<file path="config.mk">
export PLATFORM = sky130hd
export DESIGN_NAME = keypad_scanner_flat
export DESIGN_NICKNAME = d
export VERILOG_FILES = /design/src/rtl/keypad_pkg.sv /design/src/rtl/keypad_scanner_if.sv /design/src/rtl/sync_2ff.sv /design/src/rtl/keypad_scanner.sv /design/src/flat_wrapper.sv
export SDC_FILE = /design/constraint.sdc
export NUM_CORES = 1
export LEC_CHECK = 0
export CAP_MARGIN = 20
export CORE_ASPECT_RATIO = 1.5
export CORE_MARGIN = 5
export CORE_UTILIZATION = 40
export CTS_BUF_LIST = sky130_fd_sc_hd__clkbuf_4 sky130_fd_sc_hd__clkbuf_8
export CTS_CLUSTER_SIZE = 20
export DETAILED_ROUTE_END_ITERATION = 6
export HOLD_SLACK_MARGIN = 0.08
export PLACE_DENSITY = 0.62
export SYNTH_ARGS = -nofsm -noshare
export SYNTH_HDL_FRONTEND = slang
export SYNTH_SLANG_ARGS = --single-unit
</file>
<file path="constraint.sdc">
create_clock -name clk -period 12.3 [get_ports clk]
set_input_delay 2.46 -clock clk [delete_from_list [all_inputs] [get_ports clk]]
set_output_delay 2.46 -clock clk [all_outputs]
set_load 0.02 [all_outputs]
</file>
<file path="src/rtl/keypad_pkg.sv">
// Shared constants and types for the 4x4 keypad scanner: one-hot drive/row
// patterns, the position-to-hex key map, scan-result and debounce-state enums.
package keypad_pkg;

  localparam logic [3:0] COL_ONEHOT [4] = '{4'b0001, 4'b0010, 4'b0100, 4'b1000};
  localparam logic [3:0] ROW_ONEHOT [4] = '{4'b0001, 4'b0010, 4'b0100, 4'b1000};

  // Indexed by col*4 + row.
  localparam logic [3:0] KEY_MAP [16] = '{
    4'h1, 4'h4, 4'h7, 4'hE,
    4'h2, 4'h5, 4'h8, 4'h0,
    4'h3, 4'h6, 4'h9, 4'hF,
    4'hA, 4'hB, 4'hC, 4'hD
  };

  typedef enum logic [1:0] {
    RES_NONE,
    RES_KEY,
    RES_MULTI
  } scan_res_e;

  typedef enum logic [1:0] {
    ST_RELEASED,
    ST_PRESS_WAIT,
    ST_PRESSED,
    ST_RELEASE_WAIT
  } deb_state_e;

endpackage

</file>
<file path="src/rtl/keypad_scanner_if.sv">
// Keypad pins plus decoded key event outputs; master is the scanner side,
// slave is the keypad/consumer side.
interface keypad_scanner_if;
  logic [3:0] rows;
  logic [3:0] cols;
  logic [3:0] key;
  logic       key_valid;
  logic       key_held;
  logic       key_release;
  logic       multi_err;

  modport master (
    input  rows,
    output cols, key, key_valid, key_held, key_release, multi_err
  );

  modport slave (
    output rows,
    input  cols, key, key_valid, key_held, key_release, multi_err
  );
endinterface

</file>
<file path="src/rtl/sync_2ff.sv">
// Purpose: two-flop synchronizer for asynchronous level inputs.
// Latency: 2 clk from d to q.
// Backpressure: none; free-running sampler.
module sync_2ff #(
  parameter int WIDTH = 4
) (
  input  logic             clk,
  input  logic             rst,
  input  logic [WIDTH-1:0] d,
  output logic [WIDTH-1:0] q
);

  logic [WIDTH-1:0] meta;

  always_ff @(posedge clk) begin
    if (rst) begin
      meta <= '0;
      q    <= '0;
    end else begin
      meta <= d;
      q    <= meta;
    end
  end

endmodule

</file>
<file path="src/rtl/keypad_scanner.sv">
// Purpose: 4x4 keypad column scanner with full-scan debounce and key events.
// Latency: event pulses one clk after the deciding scan end (scan = 4*SCAN_DIV clk).
// Backpressure: none; events are fire-and-forget pulses, key/key_held are levels.
module keypad_scanner
  import keypad_pkg::*;
#(
  parameter int SCAN_DIV  = 1000,
  parameter int DEB_SCANS = 4
) (
  input  logic              clk,
  input  logic              rst,
  keypad_scanner_if.master  kp
);

  localparam int DIV_W = $clog2(SCAN_DIV);
  localparam int CNT_W = $clog2(DEB_SCANS + 1);
  localparam logic [DIV_W-1:0] DIV_LAST = DIV_W'(SCAN_DIV - 1);
  localparam logic [CNT_W-1:0] DEB_MAX  = CNT_W'(DEB_SCANS);
  localparam logic [CNT_W-1:0] CNT_ONE  = CNT_W'(1);

  logic [3:0] rows_s;

  sync_2ff #(.WIDTH(4)) u_sync (
    .clk (clk),
    .rst (rst),
    .d   (kp.rows),
    .q   (rows_s)
  );

  // ---------------- column scan ----------------
  logic [DIV_W-1:0] div_cnt;
  logic [1:0]       col_idx;
  logic [3:0]       cols_q;
  logic [11:0]      samp;
  logic             sample_now;
  logic             scan_end;

  assign sample_now = (div_cnt == DIV_LAST);
  assign scan_end   = sample_now && (col_idx == 2'd3);

  always_ff @(posedge clk) begin
    if (rst) begin
      div_cnt <= '0;
      col_idx <= 2'd0;
      cols_q  <= COL_ONEHOT[0];
      samp    <= '0;
    end else if (sample_now) begin
      div_cnt <= '0;
      col_idx <= col_idx + 2'd1;
      cols_q  <= COL_ONEHOT[col_idx + 2'd1];
      case (col_idx)
        2'd0:    samp[3:0]  <= rows_s;
        2'd1:    samp[7:4]  <= rows_s;
        2'd2:    samp[11:8] <= rows_s;
        default: ;
      endcase
    end else begin
      div_cnt <= div_cnt + 1'b1;
    end
  end

  // Column 3 is evaluated straight from the synchronizer on its sample cycle.
  logic [15:0] matrix;
  logic [4:0]  ones;
  logic [3:0]  hit_key;
  scan_res_e   res;

  assign matrix = {rows_s, samp};

  always_comb begin
    ones    = '0;
    hit_key = '0;
    res     = RES_NONE;
    for (int i = 0; i < 16; i++) begin
      if (matrix[i]) begin
        ones    = ones + 5'd1;
        hit_key = KEY_MAP[i];
      end
    end
    if (ones == 5'd1)
      res = RES_KEY;
    else if (ones > 5'd1)
      res = RES_MULTI;
  end

  // ---------------- debounce FSM ----------------
  deb_state_e       state, state_n;
  logic [CNT_W-1:0] cnt, cnt_n, cnt_inc;
  logic [3:0]       cand, cand_n;
  logic [3:0]       key_q, key_n;
  logic             held_q, held_n;
  logic             valid_q, valid_n;
  logic             release_q, release_n;
  logic             multi_q, multi_n;

  assign cnt_inc = (cnt >= DEB_MAX) ? cnt : cnt + 1'b1;

  always_ff @(posedge clk) begin
    if (rst) begin
      state     <= ST_RELEASED;
      cnt       <= '0;
      cand      <= '0;
      key_q     <= '0;
      held_q    <= 1'b0;
      valid_q   <= 1'b0;
      release_q <= 1'b0;
      multi_q   <= 1'b0;
    end else begin
      state     <= state_n;
      cnt       <= cnt_n;
      cand      <= cand_n;
      key_q     <= key_n;
      held_q    <= held_n;
      valid_q   <= valid_n;
      release_q <= release_n;
      multi_q   <= multi_n;
    end
  end

  always_comb begin
    state_n   = state;
    cnt_n     = cnt;
    cand_n    = cand;
    key_n     = key_q;
    held_n    = held_q;
    valid_n   = 1'b0;
    release_n = 1'b0;
    multi_n   = scan_end && (res == RES_MULTI);
    if (scan_end) begin
      case (state)
        ST_RELEASED: begin
          if (res == RES_KEY) begin
            state_n = ST_PRESS_WAIT;
            cand_n  = hit_key;
            cnt_n   = CNT_ONE;
          end
        end
        ST_PRESS_WAIT: begin
          if (res == RES_KEY && hit_key == cand) begin
            cnt_n = cnt_inc;
            if (cnt_inc == DEB_MAX) begin
              state_n = ST_PRESSED;
              key_n   = cand;
              held_n  = 1'b1;
              valid_n = 1'b1;
            end
          end else if (res == RES_KEY) begin
            cand_n = hit_key;
            cnt_n  = CNT_ONE;
          end else begin
            state_n = ST_RELEASED;
          end
        end
        ST_PRESSED: begin
          // No rollover: other keys are ignored until a debounced release.
          if (res == RES_NONE) begin
            state_n = ST_RELEASE_WAIT;
            cnt_n   = CNT_ONE;
          end
        end
        ST_RELEASE_WAIT: begin
          if (res == RES_NONE) begin
            cnt_n = cnt_inc;
            if (cnt_inc == DEB_MAX) begin
              state_n   = ST_RELEASED;
              held_n    = 1'b0;
              release_n = 1'b1;
            end
          end else begin
            state_n = ST_PRESSED;
          end
        end
        default: state_n = ST_RELEASED;
      endcase
    end
  end

  assign kp.cols        = cols_q;
  assign kp.key         = key_q;
  assign kp.key_valid   = valid_q;
  assign kp.key_held    = held_q;
  assign kp.key_release = release_q;
  assign kp.multi_err   = multi_q;

endmodule

</file>
<file path="src/flat_wrapper.sv">
// flat-port wrapper written by rule: the top's interface ports become plain ports
module keypad_scanner_flat import keypad_pkg::*;
#(
  parameter int SCAN_DIV  = 1000,
  parameter int DEB_SCANS = 4
)
  (clk, rst, kp_rows, kp_cols, kp_key, kp_key_valid, kp_key_held, kp_key_release, kp_multi_err);
  keypad_scanner_if kp_i ();
  input  logic clk;
  input  logic rst;
  input wire logic [$bits(kp_i.rows)-1:0] kp_rows;
  output wire logic [$bits(kp_i.cols)-1:0] kp_cols;
  output wire logic [$bits(kp_i.key)-1:0] kp_key;
  output wire logic [$bits(kp_i.key_valid)-1:0] kp_key_valid;
  output wire logic [$bits(kp_i.key_held)-1:0] kp_key_held;
  output wire logic [$bits(kp_i.key_release)-1:0] kp_key_release;
  output wire logic [$bits(kp_i.multi_err)-1:0] kp_multi_err;
  assign kp_i.rows = kp_rows;
  assign kp_cols = kp_i.cols;
  assign kp_key = kp_i.key;
  assign kp_key_valid = kp_i.key_valid;
  assign kp_key_held = kp_i.key_held;
  assign kp_key_release = kp_i.key_release;
  assign kp_multi_err = kp_i.multi_err;
  keypad_scanner #(.SCAN_DIV(SCAN_DIV), .DEB_SCANS(DEB_SCANS)) u_core (.clk(clk), .rst(rst), .kp(kp_i));
endmodule
</file>
# Word-level counts from Yosys, hierarchy flattened
# Index checks and enable logic that the tools add are counted.
[classes]
bitwise_logic = 6
magnitude_cmp = 3
reduce_logical = 19
muxes = 60
eq_ne = 22
n_addsub = 18
[ops]
columns = ["cell", "n"]
rows = [
  ["5-bit two-way mux", 15],
  ["5-bit by 1-bit adder with 5-bit output, second input constant", 14],
  ["4-bit two-way mux", 17],
  ["3-bit two-way mux", 7],
  ["2-bit two-way mux", 9],
  ["2-bit by 1-bit != test with 1-bit output, second input constant", 6],
  ["3-bit case mux with 4 select lines", 1],
  ["6-bit AND reduction", 2],
  ["10-bit by 1-bit adder with 10-bit output, second input constant", 1],
  ["10-bit == test, second input constant", 1],
  ["2-bit == test, second input constant", 5],
  ["4-bit binary-select mux with 2-bit select", 1],
  ["2-bit case mux with 4 select lines", 1],
  ["4-bit case mux with 2 select lines", 1],
  ["4-bit OR reduction", 2],
  ["1-bit two-way mux", 7],
  ["2-bit by 1-bit == test with 1-bit output, second input constant", 3],
  ["3-bit >= comparator, second input constant", 2],
  ["2-bit logical NOT", 3],
  ["3-bit != test, second input constant", 2],
  ["2-bit AND reduction", 3],
  ["3-bit AND reduction", 2],
  ["5-bit by 1-bit == test with 1-bit output, second input constant", 1],
  ["5-bit by 1-bit greater-than comparator with 1-bit output, second input constant", 1],
  ["14 further kinds", 21],
]
[word_totals]
in_bits = 6
out_inout_bits = 12
elab_cells = 144
register_bits = 53

# Logic depth before layout (Yosys ltp)
[depth]
ltp_word = 38
ltp_mapped = 47
mapped_depth_nobuf = 46

# By module
# A second synthesis with hierarchy kept.
[hier_totals]
cells_unflattened = 500
hier_area_um2 = 4149.0
[by_module_without_submodules]
columns = ["module", "n_inst", "seq_area_each_um2", "area_each_um2", "cells_per_inst"]
rows = [
  ["keypad_scanner", 1, 900.9, 3938.8, 484],
  ["sync_2ff", 1, 160.2, 210.2, 16],
]

# Least setup slack after synthesis
# Ideal clock, no wire load.
[synth_path]
kind = "register -> register"
start = "reg u_core.samp[0]"
end = "reg u_core.key_q[1] (netlist: u_core.kp.key[1])"
required_time_ns = 12.177
setup_ns = 0.123
n_path_buf = 1
t_arrival_ns = 8.701
slack_ns = 3.476
stages_incl_launch_ff = 47
synth_period_minus_slack_ns = 8.824
path_cell_list = "dfxtp_1 > inv_1 > ha_1 > buf_2 > xnor2_1 > inv_2 > ha_1 > xnor2_1 > o22ai_1 > or2_2 > inv_1 > ha_1 > nor2b_1 > or3_1 > nand3_1 > nand3_1 > inv_1 > ha_1 > (+11 left out) > o32ai_2 > ha_1 > a21oi_1 > nor3_1 > o32a_1 > o211ai_1 > inv_1 > ha_1 > nand2_1 > o21ai_0 > ha_1 > xor2_1 > o32ai_1 > and4_1 > o21ai_2 > a21oi_4 > nand3_2 > mux2_1"
[synth_between]
elab_chain_len = 37
elab_cells_between_ends = 55
classes_between = "15 x add/sub; 1 x order compare; 3 x eq/ne; 34 x mux; 2 x reduce/logical"
[synth_rtl]
columns = ["item", "line", "rtl"]
rows = [
  ["from (decl)", "keypad_scanner.sv:34", "logic [11:0] samp;"],
  ["from (signal assigned)", "keypad_scanner.sv:52", "2'd0: samp[3:0] <= rows_s;"],
  ["1-bit two-way mux", "keypad_scanner.sv:75", "if (matrix[i]) begin"],
  ["1-bit by 1-bit adder with 2-bit output", "keypad_scanner.sv:76", "ones = ones + 5'd1;"],
  ["5-bit two-way mux", "keypad_scanner.sv:75", ""],
  ["5-bit by 1-bit adder with 5-bit output", "keypad_scanner.sv:76", ""],
  ["5-bit two-way mux", "keypad_scanner.sv:75", ""],
  ["5-bit by 1-bit adder with 5-bit output", "keypad_scanner.sv:76", ""],
  ["5-bit two-way mux", "keypad_scanner.sv:75", ""],
  ["5-bit by 1-bit adder with 5-bit output", "keypad_scanner.sv:76", ""],
  ["(+21 left out)", "--", ""],
  ["5-bit by 1-bit adder with 5-bit output", "keypad_scanner.sv:76", ""],
  ["5-bit two-way mux", "keypad_scanner.sv:75", ""],
  ["5-bit by 1-bit greater-than comparator with 1-bit output", "keypad_scanner.sv:82", "else if (ones > 5'd1)"],
  ["2-bit two-way mux", "keypad_scanner.sv:82", ""],
  ["2-bit two-way mux", "keypad_scanner.sv:80", "if (ones == 5'd1)"],
  ["2-bit by 1-bit == test with 1-bit output", "keypad_scanner.sv:139", "if (res == RES_KEY && hit_key == cand) begin"],
  ["1-bit logical AND *", "keypad_scanner.sv:139", ""],
  ["4-bit AND reduction (no line) *", "--", ""],
  ["to (signal assigned)", "keypad_scanner.sv:112", "key_q <= key_n;"],
  ["to (decl)", "keypad_scanner.sv:90", "logic [3:0] key_q, key_n;"],
]
# Mark *: on every way between the ends. The rest lies on a longest branch, timed or not.
# A chain may end at the register's enable or synchronous reset.

# Worst setup path in the final report
# Same ends and word-level chain as after synthesis.

==> impl_metrics.ini <==
[hold_path]
hold_path_depth = 1
hp-start = u_core.u_sync.meta[1]
whs_endpoint = u_core.u_sync.q[1]
hold_class = flip-flop to flip-flop

[yosys]
synth_top_area_share = 0.232
synth_top_area_cell = dfxtp_1
synth.avg_cell_area_sq_um = 7.88
synth-seq-cells = 53
synth_cell_types = 80
yosysSeqAreaShare = 0.232
synth_nets = 611
synth_edf_count = 0
synthTopCellsByArea = dfxtp_1, xnor2_1, ha_1
yosysMostFrequentCell = nand2_1
ys_top_cells_by_count = nand2_1, dfxtp_1, nor2_1
ys_warn_count = 0
syn_inst = 579
ys_async_sr_fraction = 0
synth_top_flop_cell = dfxtp_1
netlist_area_sq_mm = 0.00456

[global_routing]
grt_pass1_wl_microns = 18200
grt_max_degree = 43
grt_util_all_layers = 0.155
grt.overflow.total = 0
antenna_found_initial = 0
first_global_vias = 3915

[timing]
drv_slew = 0
worst_pin_slew_ns = 0.694
fmaxAchievable_mhz = 99.6
finalCritPeriodShare = 0.816
setup_violations = 0
finClkSkew_ns = 0.0115
tns_ns = 0
fin_crit_ns = 10.04
relSlewSlack = 0.537
hold_viol = 0
rsz0062_at_grt = no
whs_ns = 0.443

[worst_setup_path]
reg2reg_from = u_core.samp[0]
cp_top_family = compound AO/OA/AOI/OAI gates
r2r_end = u_core.kp.key[1]
start_kind = flip-flop
setup.worst_path.end_class = flip-flop
path_class = flip-flop to flip-flop
cp_max_fo = 9
worstPathArrival_ns = 10.25
rrSetupSlack_ns = 2.26
rr_worst_depth = 45
cp_slowest_stage_delay_ns = 0.42
slowest_stage = dfxtp_1
cp.required_ns = 12.51
crit_start = u_core.samp[0]
cp.buffers_inverters = 5
cpMostUsedCell = ha_1

[detailed_routing]
postRouteAntennaNets = 0
routedWlPerCell_microns = 14.3
first_pass_iters = 5
wirelength_microns = 10400
drt_iter0_markers = 201
num_vias = 4047
via_per_inst = 5.57
drt_drc_violations_left = 0

[pwr]
clkPwrFrac = 0.383
netSwitchingFraction = 0.240
leakagePower_uw = 0.00189
total_power_uw = 323
p_per_area_mw_per_mm2 = 65.1
power_frac_seq = 0.546
peakVddDrop_v = 0.0000765
p_int_uw = 245
combPwrFrac = 0.071
switchingPower_uw = 77.6

[floorplan]
die_area_sq_mm = 0.0137
fp.coreArea_sq_mm = 0.0111
dieWidth_microns = 97.2
initial_utilization = 0.411
die_h_microns = 141
rows = 47
io_pins = 18

[layout]
diodes = 0
final_layout_size_suffix_gt1_frac = 0.0759
instances_no_fill = 727
nNetsFinal = 611
syn2layout_area_growth_pct = 8.61
fin_area_sq_mm = 0.00496

[placement]
portBuffers = 17
dp.cells = 719
gp_congestion = 0.885
hpwl_microns = 8090
placed_cell_area_sq_mm = 0.00484

[outcome]
run_status = completed

[job]
drv_cap = 0

[clocking]
cts_buffers = 5
clockBufferDepth = 2
post-cts-setup-buffers = 0
cts_max_level = 2
clk_pin_slew_worst_paths_ns = 0.11
cts-resized-gates = 0
insertion_delay_ns = 0.32
cts_sinks = 53
cts_tree = done
clockRootBuffer = clkbuf_8
holdBufCountCts = 0
worst register-to-register path, delay by kind of cell, from the launching register on:
kind | cells | cell delay, ns
adders and majority gates | 8 | 2.47
muxes | 2 | 0.62
and+or+nand+nor | 13 | 2.33
AOI/OAI and AO/OA | 12 | 2.54
buffers and inverters | 5 | 0.45
DFF | 1 | 0.42
xor gates and xnor gates | 5 | 1.10
placed cells by master (no fill, tap or decap), types with 16 or more instances in the layout:
master,count
xor2_1,16
o21ai_0,19
nand3_1,28
inv_1,31
a21oi_1,37
xnor2_1,38
ha_1,26
nor2_1,48
clkdlybuf4s50_1,17
dfxtp_1,53
nand2_1,67
logic make-up (layout without fill, tap and decap cells):
family	Yosys count	count (layout)	share of synthesized area
and+or+nand+nor	226	226	0.245
xor gates and xnor gates	63	63	0.151
muxes	19	19	0.0450
adders and majority gates	27	27	0.0743
AOI/OAI and AO/OA	131	131	0.202
buffers and inverters	60	61	0.0504
DFF	53	53	0.232
worst max-delay path by stage:
stage                  endpoint  slack (ns)  cells past startpoint
4_1_cts        u_core.kp.key[2]        2.41                     45
3_3_place_gp   u_core.kp.key[1]        2.86                     45
3_5_place_dp   u_core.kp.key[2]        2.49                     45
6_report       u_core.kp.key[1]        2.26                     45
5_1_grt        u_core.kp.key[1]        1.35                     45
2_1_floorplan  u_core.kp.key[1]        3.48                     46
sequential cells by signal (all words and copies together), names as in the netlist:
name	cells
u_core.samp	12
u_core.kp.key_release	1
u_core.u_sync.meta	4
u_core.cand	4
u_core.kp.multi_err	1
u_core.kp.key	4
u_core.kp.key_held	1
u_core.state	2
u_core.u_sync.q	4
u_core.kp.cols	4
u_core.col_idx	2
u_core.cnt	3
u_core.kp.key_valid	1
u_core.div_cnt	10
power by group through the flow:
stage,combinational (uW),clock [uW],sequential (uW)
after floorplan,18.6,0,178
after global placement,22.4,0,180
after detailed placement,22.9,0,180
after CTS,23.0,129,176
after global routing,26.1,137,177
final,22.9,124,176
cell type report:
type	instances	area, sq um
Timing Repair Buffer	19	185
Clock inverter	3	50.0
Multi-Input combinational cell	466	3280
Tap cell	147	184
Fill cell	1100	6160
Inverter	34	129
Clock buffer	5	68.8
Sequential cell	53	1060
per-layer routing:
layer | global-route usage | vias up | wire length, microns
met5 | 0 | - | 0
met4 | 0.0532 | 0 | 199
met3 | 0.0138 | 19 | 211
met2 | 0.294 | 67 | 5580
met1 | 0.182 | 1906 | 4430
li1 | - | 2055 | -
stage by stage:
step                setup WS (ns)   util
floorplan                    3.48      -
global placement             2.86  0.435
detailed placement           2.49  0.435
CTS                          2.41  0.446
global route                 1.35  0.446
finish                       2.26  0.446
(Power assumes the default switching activity.)
